File: config.mk
export PLATFORM = sky130hd
export DESIGN_NAME = psum_drain_serializer
export DESIGN_NICKNAME = d
export VERILOG_FILES = /design/src/rtl/psum_drain_serializer.sv
export SDC_FILE = /design/constraint.sdc
export NUM_CORES = 1
export LEC_CHECK = 0
export CORE_MARGIN = 2
export CORE_UTILIZATION = 34
export CTS_CLUSTER_DIAMETER = 200
export CTS_CLUSTER_SIZE = 8
export DETAILED_ROUTE_END_ITERATION = 10
export HOLD_SLACK_MARGIN = 0.12
export MAX_ROUTING_LAYER = met4
export PLACE_DENSITY = 0.63
export SLEW_MARGIN = 30
export SYNTH_ARGS = -nofsm -noshare
export SYNTH_HDL_FRONTEND = slang
export SYNTH_SLANG_ARGS = --single-unit
File: constraint.sdc
create_clock -name clk -period 4.5 [get_ports clk]
set_input_delay 1.125 -clock clk [delete_from_list [all_inputs] [get_ports clk]]
set_output_delay 1.125 -clock clk [all_outputs]
set_load 0.01 [all_outputs]
File: src/rtl/psum_drain_serializer.sv
// Snapshots the PE-array psum vector, pulses clear_psum, then streams requantised lanes over valid/ready.
// Optional feature: define PSUM_RELU_EN to clamp negative saturated results to zero.
module psum_drain_serializer #(
    parameter int unsigned DW     = 14,
    parameter int unsigned Num_PE = 16,
    parameter int unsigned OW     = 8,
    parameter int unsigned SHIFT  = 2
) (
    input  logic                                           clk,
    input  logic                                           rst,
    input  logic                                           drain_start,
    input  logic [Num_PE*DW-1:0]                           psum_in,
    output logic                                           clear_psum,
    output logic                                           busy,
    output logic [OW-1:0]                                  out_data,
    output logic [((Num_PE > 1) ? $clog2(Num_PE) : 1)-1:0] out_idx,
    output logic                                           out_valid,
    input  logic                                           out_ready,
    output logic                                           out_last,
    output logic                                           overrun
);

    localparam int unsigned IW = (Num_PE > 1) ? $clog2(Num_PE) : 1;
    // Wide enough to hold both the rounded value and the saturation limits with a sign bit.
    localparam int unsigned EW = (((DW + 1) > OW) ? (DW + 1) : OW) + 1;
    localparam logic [IW-1:0] LastIdx = IW'(Num_PE - 1);

    typedef enum logic [0:0] {
        StIdle,
        StStream
    } state_e;

    state_e        state_q, state_d;
    logic [DW-1:0] buf_q [Num_PE];
    logic [DW-1:0] buf_d [Num_PE];
    logic [IW-1:0] idx_q, idx_d;
    logic          clear_q, clear_d;
    logic          overrun_q, overrun_d;

    // ------------------------------------------------------------------
    // Next-state logic
    // ------------------------------------------------------------------
    always_comb begin
        state_d   = state_q;
        buf_d     = buf_q;
        idx_d     = idx_q;
        clear_d   = 1'b0;
        overrun_d = overrun_q;

        unique case (state_q)
            StIdle: begin
                if (drain_start) begin
                    for (int i = 0; i < int'(Num_PE); i++) begin
                        buf_d[i] = psum_in[i*DW +: DW];
                    end
                    idx_d   = '0;
                    clear_d = 1'b1;
                    state_d = StStream;
                end
            end
            StStream: begin
                // Starts while draining are dropped; the tile in flight is left intact.
                if (drain_start) begin
                    overrun_d = 1'b1;
                end
                if (out_ready) begin
                    if (idx_q == LastIdx) begin
                        idx_d   = '0;
                        state_d = StIdle;
                    end else begin
                        idx_d = idx_q + 1'b1;
                    end
                end
            end
            default: begin
                state_d = StIdle;
            end
        endcase
    end

    always_ff @(posedge clk) begin
        if (rst) begin
            state_q   <= StIdle;
            buf_q     <= '{default: '0};
            idx_q     <= '0;
            clear_q   <= 1'b0;
            overrun_q <= 1'b0;
        end else begin
            state_q   <= state_d;
            buf_q     <= buf_d;
            idx_q     <= idx_d;
            clear_q   <= clear_d;
            overrun_q <= overrun_d;
        end
    end

    // ------------------------------------------------------------------
    // Requantisation of the selected lane
    // ------------------------------------------------------------------
    logic [DW-1:0]        lane_x;
    logic signed [DW:0]   x_ext;
    logic signed [DW:0]   y_rnd;
    logic signed [EW-1:0] y_ext;
    logic signed [EW-1:0] sat_max;
    logic signed [EW-1:0] sat_min;
    logic [OW-1:0]        y_sat;

    assign lane_x = buf_q[idx_q];
    assign x_ext  = $signed({lane_x[DW-1], lane_x});

    if (SHIFT > 0) begin : g_round
        localparam logic signed [DW:0] Half = {{DW{1'b0}}, 1'b1} << (SHIFT - 1);
        assign y_rnd = (x_ext + Half) >>> SHIFT;
    end else begin : g_pass
        assign y_rnd = x_ext;
    end

    always_comb begin
        y_ext   = $signed({{(EW - DW - 1){y_rnd[DW]}}, y_rnd});
        sat_max = $signed(({{(EW - 1){1'b0}}, 1'b1} << (OW - 1)) - {{(EW - 1){1'b0}}, 1'b1});
        sat_min = -sat_max - $signed({{(EW - 1){1'b0}}, 1'b1});
        if (y_ext > sat_max) begin
            y_sat = sat_max[OW-1:0];
        end else if (y_ext < sat_min) begin
            y_sat = sat_min[OW-1:0];
        end else begin
            y_sat = y_ext[OW-1:0];
        end
`ifdef PSUM_RELU_EN
        if (y_sat[OW-1]) begin
            y_sat = '0;
        end
`endif
    end

    // ------------------------------------------------------------------
    // Outputs
    // ------------------------------------------------------------------
    always_comb begin
        busy       = (state_q == StStream);
        out_valid  = busy;
        out_idx    = idx_q;
        out_last   = busy && (idx_q == LastIdx);
        out_data   = busy ? y_sat : '0;
        clear_psum = clear_q;
        overrun    = overrun_q;
    end

endmodule

==> results of run 1 <==
[cells in the final DEF (no fill, tap or decap), drive strengths merged, types with 2 or more instances in the layout]
master	instances
a22o	208
buf	106
o41ai	2
nand4	3
xnor2	5
a221o	2
nand2b	2
and4	2
and3	2
and2	4
o21ai	6
clkbuf	32
mux4	47
nand2	14
a22oi	5
a32oi	2
nor2	23
clkinv	2
a2bb2oi	2
clkdlybuf4s50	220
nand3	6
mux2i	27
diode	3
a211oi	9
ha	2
nor3	2
a31oi	2
nor2b	4
inv	2
o22ai	7
dfxtp	215
a21oi	6
o211ai	2
a221oi	6
[how the worst max path moves through the flow]
stage                                  startpoint          end  slack (ps)  cells past startpoint
after floorplan           out_idx[0]$_SDFFE_PP0P_  out_data[0]         540                     11
after global placement    out_idx[0]$_SDFFE_PP0P_  out_data[5]         -90                     10
after detailed placement  out_idx[0]$_SDFFE_PP0P_  out_data[2]        -160                     10
after CTS                 out_idx[0]$_SDFFE_PP0P_  out_data[2]        -230                     10
after global routing      out_idx[0]$_SDFFE_PP0P_  out_data[6]        -330                     13
final                     out_idx[0]$_SDFFE_PP0P_  out_data[6]        -220                     10
[cell families (layout without fill, tap and decap cells)]
logic type / Yosys count / after routing / synth area share, %
simple gates: 64 / 64 / 3.74
fa+ha+maj: 2 / 2 / 0.284
flops: 215 / 215 / 48.8
other cells: 0 / 3 / 0
mux: 75 / 75 / 16.0
buf+inv: 70 / 362 / 4.23
xor+xnor: 6 / 6 / 0.596
compound gates: 265 / 265 / 26.3
[cell type report]
class	instances	area, µm²	share of cell area, %
Clock buffer	32	758	5.83
Multi-Input combinational cell	412	4310	33.2
Inverter	3	11.3	0.0866
Clock inverter	1	16.3	0.125
Timing Repair Buffer	326	3180	24.4
Sequential cell	215	4310	33.2
Tap cell	330	413	3.18
Antenna cell	3	7.51	0.0577
[power by group through the flow]
stage                     clock (mW)  combinational [mW]  sequential [mW]
after floorplan                    0               0.293             2.10
after global placement             0               0.592             2.12
after detailed placement           0               0.596             2.12
after CTS                       2.00               0.639             2.09
after global routing            2.07               0.696             2.10
final                           1.95               0.650             2.09
[per-layer routing]
| layer | GRT usage (%) | routed length (µm) | up-vias |
|---|---|---|---|
| li1 | - | - | 3366 |
| met1 | 25.4 | 12000 | 3487 |
| met2 | 34.1 | 13600 | 204 |
| met3 | 4.22 | 1580 | 47 |
| met4 | 6.40 | 789 | 0 |
| met5 | - | 0 | - |
[through the flow]
stage | instances | setup TNS (ps) | setup slack, ps | power (mW)
after floorplan | 697 | 0 | 539 | 2.39
after global placement | 1252 | -606 | -90.0 | 2.71
after detailed placement | 1252 | -1090 | -159 | 2.72
after CTS | 1308 | -1610 | -233 | 4.72
after global routing | 1322 | -2130 | -327 | 4.87
final | 1322 | -1280 | -217 | 4.69
[sequential cells by signal (all words and copies together), names as in the netlist]
signal and flops:
buf_q 208, busy 1, clear_psum 1, out_idx 4, overrun 1
[worst max-delay path, stage by stage (launching register included)]
cell and delay (ps):
dfxtp_4 450, buf_12 170, buf_8 120, mux4_2 530, mux4_2 530, nor2_2 160, o21ai_1 80, a2111o_2 540
a211oi_2 270, nor2_1 50, buf_2 140
[what timing repair did]
item | CTS | global route
cloned | 1 | 0
buffers inserted | 23 | 12
setup endpoints to repair | 8 | 8
pin swaps | 25 | 11
resized for setup | 94 | 18
hold buffers | 0 | 0
==> run metrics, run 1 <==
Area Overhead vs Synth 47.4%; Core ar. 25300 µm²; routed vias/inst 5.37; Hold WC Path Type flop to flop; post-placement cell area 11700 µm²; CTS clk-pin slew, worst paths 50 ps; Rows 58; total track usage 20.6%; initial antenna violation count 3; starting density of the core 34.8%; fraction of registers with async set/reset 0%; Worst R2R Start busy$_SDFF_PP0_; Clock Latency Late Sink 550 ps; Yosys top cell area share 48.8%; final wirelength 27900 µm; Hold Path Stages 1; unrepaired setup endpoints after global routing true; Reg2Reg Depth 4; switching share of power 23.5%; grt total ovfl 0; Max clock buf depth 3; largest area contributor in the netlist dfxtp_1; global-route wire length before repair 41400 µm; Critical Path Fanout Max 7; Synth area leaders dfxtp_1, a22o_1, mux4_2, mux4_1, mux2i_1; Die X-Extent 165 µm; Leak 5.02 nW; final period demand of the worst path 4720 ps; Cells after Synth 697; share of layout cells above drive strength 1 23.8%; worst slew pin tran 855 ps; Worst Hold Endpoint buf_q[186]$_SDFFE_PP0P_; routed via count 7104; Pwr Density 360 nW/µm²; CTS tree built; Final period util 105%; Final Util 51.3%; max cap viols 0; Comb power frac 13.9%; detailed router's first-iteration violation count 425; Post-DP HPWL 19900 µm; IO buf count 228; die height 165 µm; nets 1218; full die area 27300 µm²; FF+latch count, synth 215; endpoints failing setup 8; Int Power 3.59 mW; violations in the final reports negative setup slack; Worst R2R Setup Slack 2390 ps; router iterations before antenna repair 4; hold_sp buf_q[186]$_SDFFE_PP0P_; EDFF count, synth 0; clock power share 41.6%; GPL Wtd Cong 0.852; synthesized area 8820 µm²; Data required, critical path 3380 ps; Psw 1.10 mW; fillers 2252; Reg power frac 44.6%; type of origin of the critical path flop; CTS buffer count 30; htree depth 1; FF-to-FF End buf_q[31]$_SDFFE_PP0P_; Max IR drop VDD 0.000241 V; I/O pin count 245; count leader, synth dfxtp_1; synthesized area per cell 12.7 µm²; slew margin rel. 43.0%; Setup CP Type flop to output pin; CP Capture Type output pin; part of the Yosys area used for sequential elements 48.8%; Fin. Hold Viols 0; Synth warnings 0; status finished with violations; fin. max-slew vios 0; post-route design area 13000 µm²; wire per inst 21.1 µm; fin worst setup slack -217 ps; hold_ws 466 ps; DRC viols 0; clock tree root buffer cell clkbuf_16; top_reg_cell synth dfxtp_1; vias in the first global route 7183; largest net degree at the start of global routing 134; f_max 212 MHz; Net Count, Synth 927; CTS Sinks 215; ANT nets after route 0; Arr. time, crit path 3590 ps; Commonest cells post-synth dfxtp_1, a22o_1, clkbuf_1; synth unique cells 60; Setup Skew 9.47 ps
Power figures use the tool's default switching activity.
==> run 2, diff against run 1 <==
--- a/config.mk
+++ b/config.mk
@@ -5,6 +5,7 @@
 export SDC_FILE = /design/constraint.sdc
 export NUM_CORES = 1
 export LEC_CHECK = 0
+export CAP_MARGIN = 20
 export CORE_MARGIN = 2
 export CORE_UTILIZATION = 34
 export CTS_CLUSTER_DIAMETER = 200
==> results of run 2 <==
Same layout as run 1: the final DEF is identical, and so are final timing and power.
==> run 3, diff against run 2 <==
==> constraint.sdc (replaced) <==
create_clock -name clk -period 5.8 [get_ports clk]
set_input_delay 1.45 -clock clk [delete_from_list [all_inputs] [get_ports clk]]
set_output_delay 1.45 -clock clk [all_outputs]
set_load 0.01 [all_outputs]
==> run 3 against run 2 <==
Effect of this change:
- hold slack improved by 1.4 ps
- sequential power decreased by 22%
- routed wire length decreased by 3.8%
- largest cell class unchanged
- setup slack improved by 460 ps
- first-iteration DRC count increased by 21%
- sequential share of layout area increased by 2.0 points
- critical path depth decreased by 1
- the run now ends clean
- largest power group unchanged
==> run metrics, run 3 (synthesis gave the netlist of run 1 again) <==
status complete, no violations; clock power share 42.5%; Setup Skew 10.1 ps; max cap viols 0; full die area 27300 µm²; CTS Hold Buffers Added 0; routed vias/inst 5.41; most frequent cells in the layout clkdlybuf4s50_1, dfxtp_1, a22o_1; Int Power 2.77 mW; final period demand of the worst path 5560 ps; fillers 2286; Max IR drop VDD 0.000180 V; worst slew pin tran 725 ps; share of layout cells above drive strength 1 11.8%; Rows 58; Critical Path Fanout Max 17; met3 usage in global routing 4.60%; CTS buffer count 30; IO buf count 228; Final period util 95.9%; Area Overhead vs Synth 39.0%; Clock Latency Late Sink 540 ps; non-filler cells, final 1248; die height 165 µm; final wirelength 26900 µm; starting density of the core 34.8%; Reg power frac 44.9%; area of the multi-input gates 4200 µm²; GRT met2 Usage 30.8%; Leak 4.65 nW; endpoints failing setup 0; FF/Latch Area 4310 µm²; wire per inst 21.5 µm; Hold WC Path Type flop to flop; routed via count 6751; post-placement cell area 11400 µm²; global-route wire length before repair 39700 µm; GPL Wtd Cong 0.869; dpl ws 589 ps; nets 1144; Psw 0.829 mW; Core ar. 25300 µm²; commonest non-fill, non-tap cell in the layout clkdlybuf4s50_1; htree depth 1; Fin Setup TNS 0 ps; Die X-Extent 165 µm; CP Capture Type output pin; Final Util 48.4%; CTS Sinks 215; type of origin of the critical path flop; Largest register FFs 208; Worst R2R Setup Slack 3830 ps; fin. max-slew vios 0; Post-DP HPWL 19100 µm; slew margin rel. 51.7%; grt met1 use 25.3%; fin worst setup slack 239 ps; unrepaired setup endpoints after global routing false; f_max 180 MHz; Data required, critical path 4350 ps; CTS tree built; Comb power frac 12.6%; Pwr Density 294 nW/µm²; Arr. time, crit path 4110 ps; hold_ws 467 ps; vias in the first global route 6685; Final Power 3.60 mW; grt total ovfl 0; most used routing layer met2; largest net degree at the start of global routing 119; Setup CP Type flop to output pin; DRC viols 0; initial antenna violation count 3; switching share of power 23.0%; clock tree root buffer cell clkbuf_16; Fin. Hold Viols 0; I/O pin count 245; detailed router's first-iteration violation count 515; largest register by flop count buf_q; Max clock buf depth 3; post-route design area 12300 µm²; router iterations before antenna repair 4; CTS clk-pin slew, worst paths 50 ps; total track usage 19.7%; Inst Count DP 1204; ANT nets after route 0
## run 3: cell types whose count changed in the layout (fill, tap and decap cells not counted), sizes merged
cell,delta
clkbuf,+1
clkinv,-1
clkdlybuf4s50,+8
buf,-82
## run 3: final timing paths
kind / to / cells past startpoint / start
max: out_data[2] / 9 / out_idx[1]$_SDFFE_PP0P_
min: buf_q[200]$_SDFFE_PP0P_ / 1 / buf_q[200]$_SDFFE_PP0P_
max reg2reg: buf_q[24]$_SDFFE_PP0P_ / 4 / busy$_SDFF_PP0_
min reg2reg: buf_q[200]$_SDFFE_PP0P_ / 1 / buf_q[200]$_SDFFE_PP0P_
## run 3: final cells by class
type / count / share of cell area, %
clock buffers: 33 / 6.39
multi-input cells: 412 / 34.2
repair buffers: 252 / 20.7
inverters: 3 / 0.0918
well taps: 330 / 3.37
diodes: 3 / 0.0612
flip-flops and latches: 215 / 35.2
## run 3: power by group through the flow
stage	clock network (mW)	logic (mW)	registers, mW
2_1_floorplan	0	0.228	1.63
3_3_place_gp	0	0.440	1.65
3_5_place_dp	0	0.444	1.65
4_1_cts	1.56	0.446	1.62
5_1_grt	1.62	0.485	1.63
6_report	1.53	0.453	1.62
## run 3: worst max-delay path, cell delays in order (launching register included)
cell	delay, ps
dfxtp_2	520
buf_4	370
mux4_2	550
mux4_2	520
a21boi_2	220
and4_1	250
a32oi_4	340
a211oi_1	80
nor2_1	170
clkdlybuf4s50_1	560
## run 3: timing repair
item / in CTS / in global routing
gates resized for setup: 0 / 7
setup endpoints to repair: 1 / 7
pin swaps: 1 / 1
setup buffers: 0 / 7
## run 3: routing by layer
metal | vias to the layer above | wire, µm
li1 | 3221 | -
met1 | 3286 | 11700
met2 | 199 | 12700
met3 | 45 | 1670
met4 | 0 | 756
met5 | - | 0
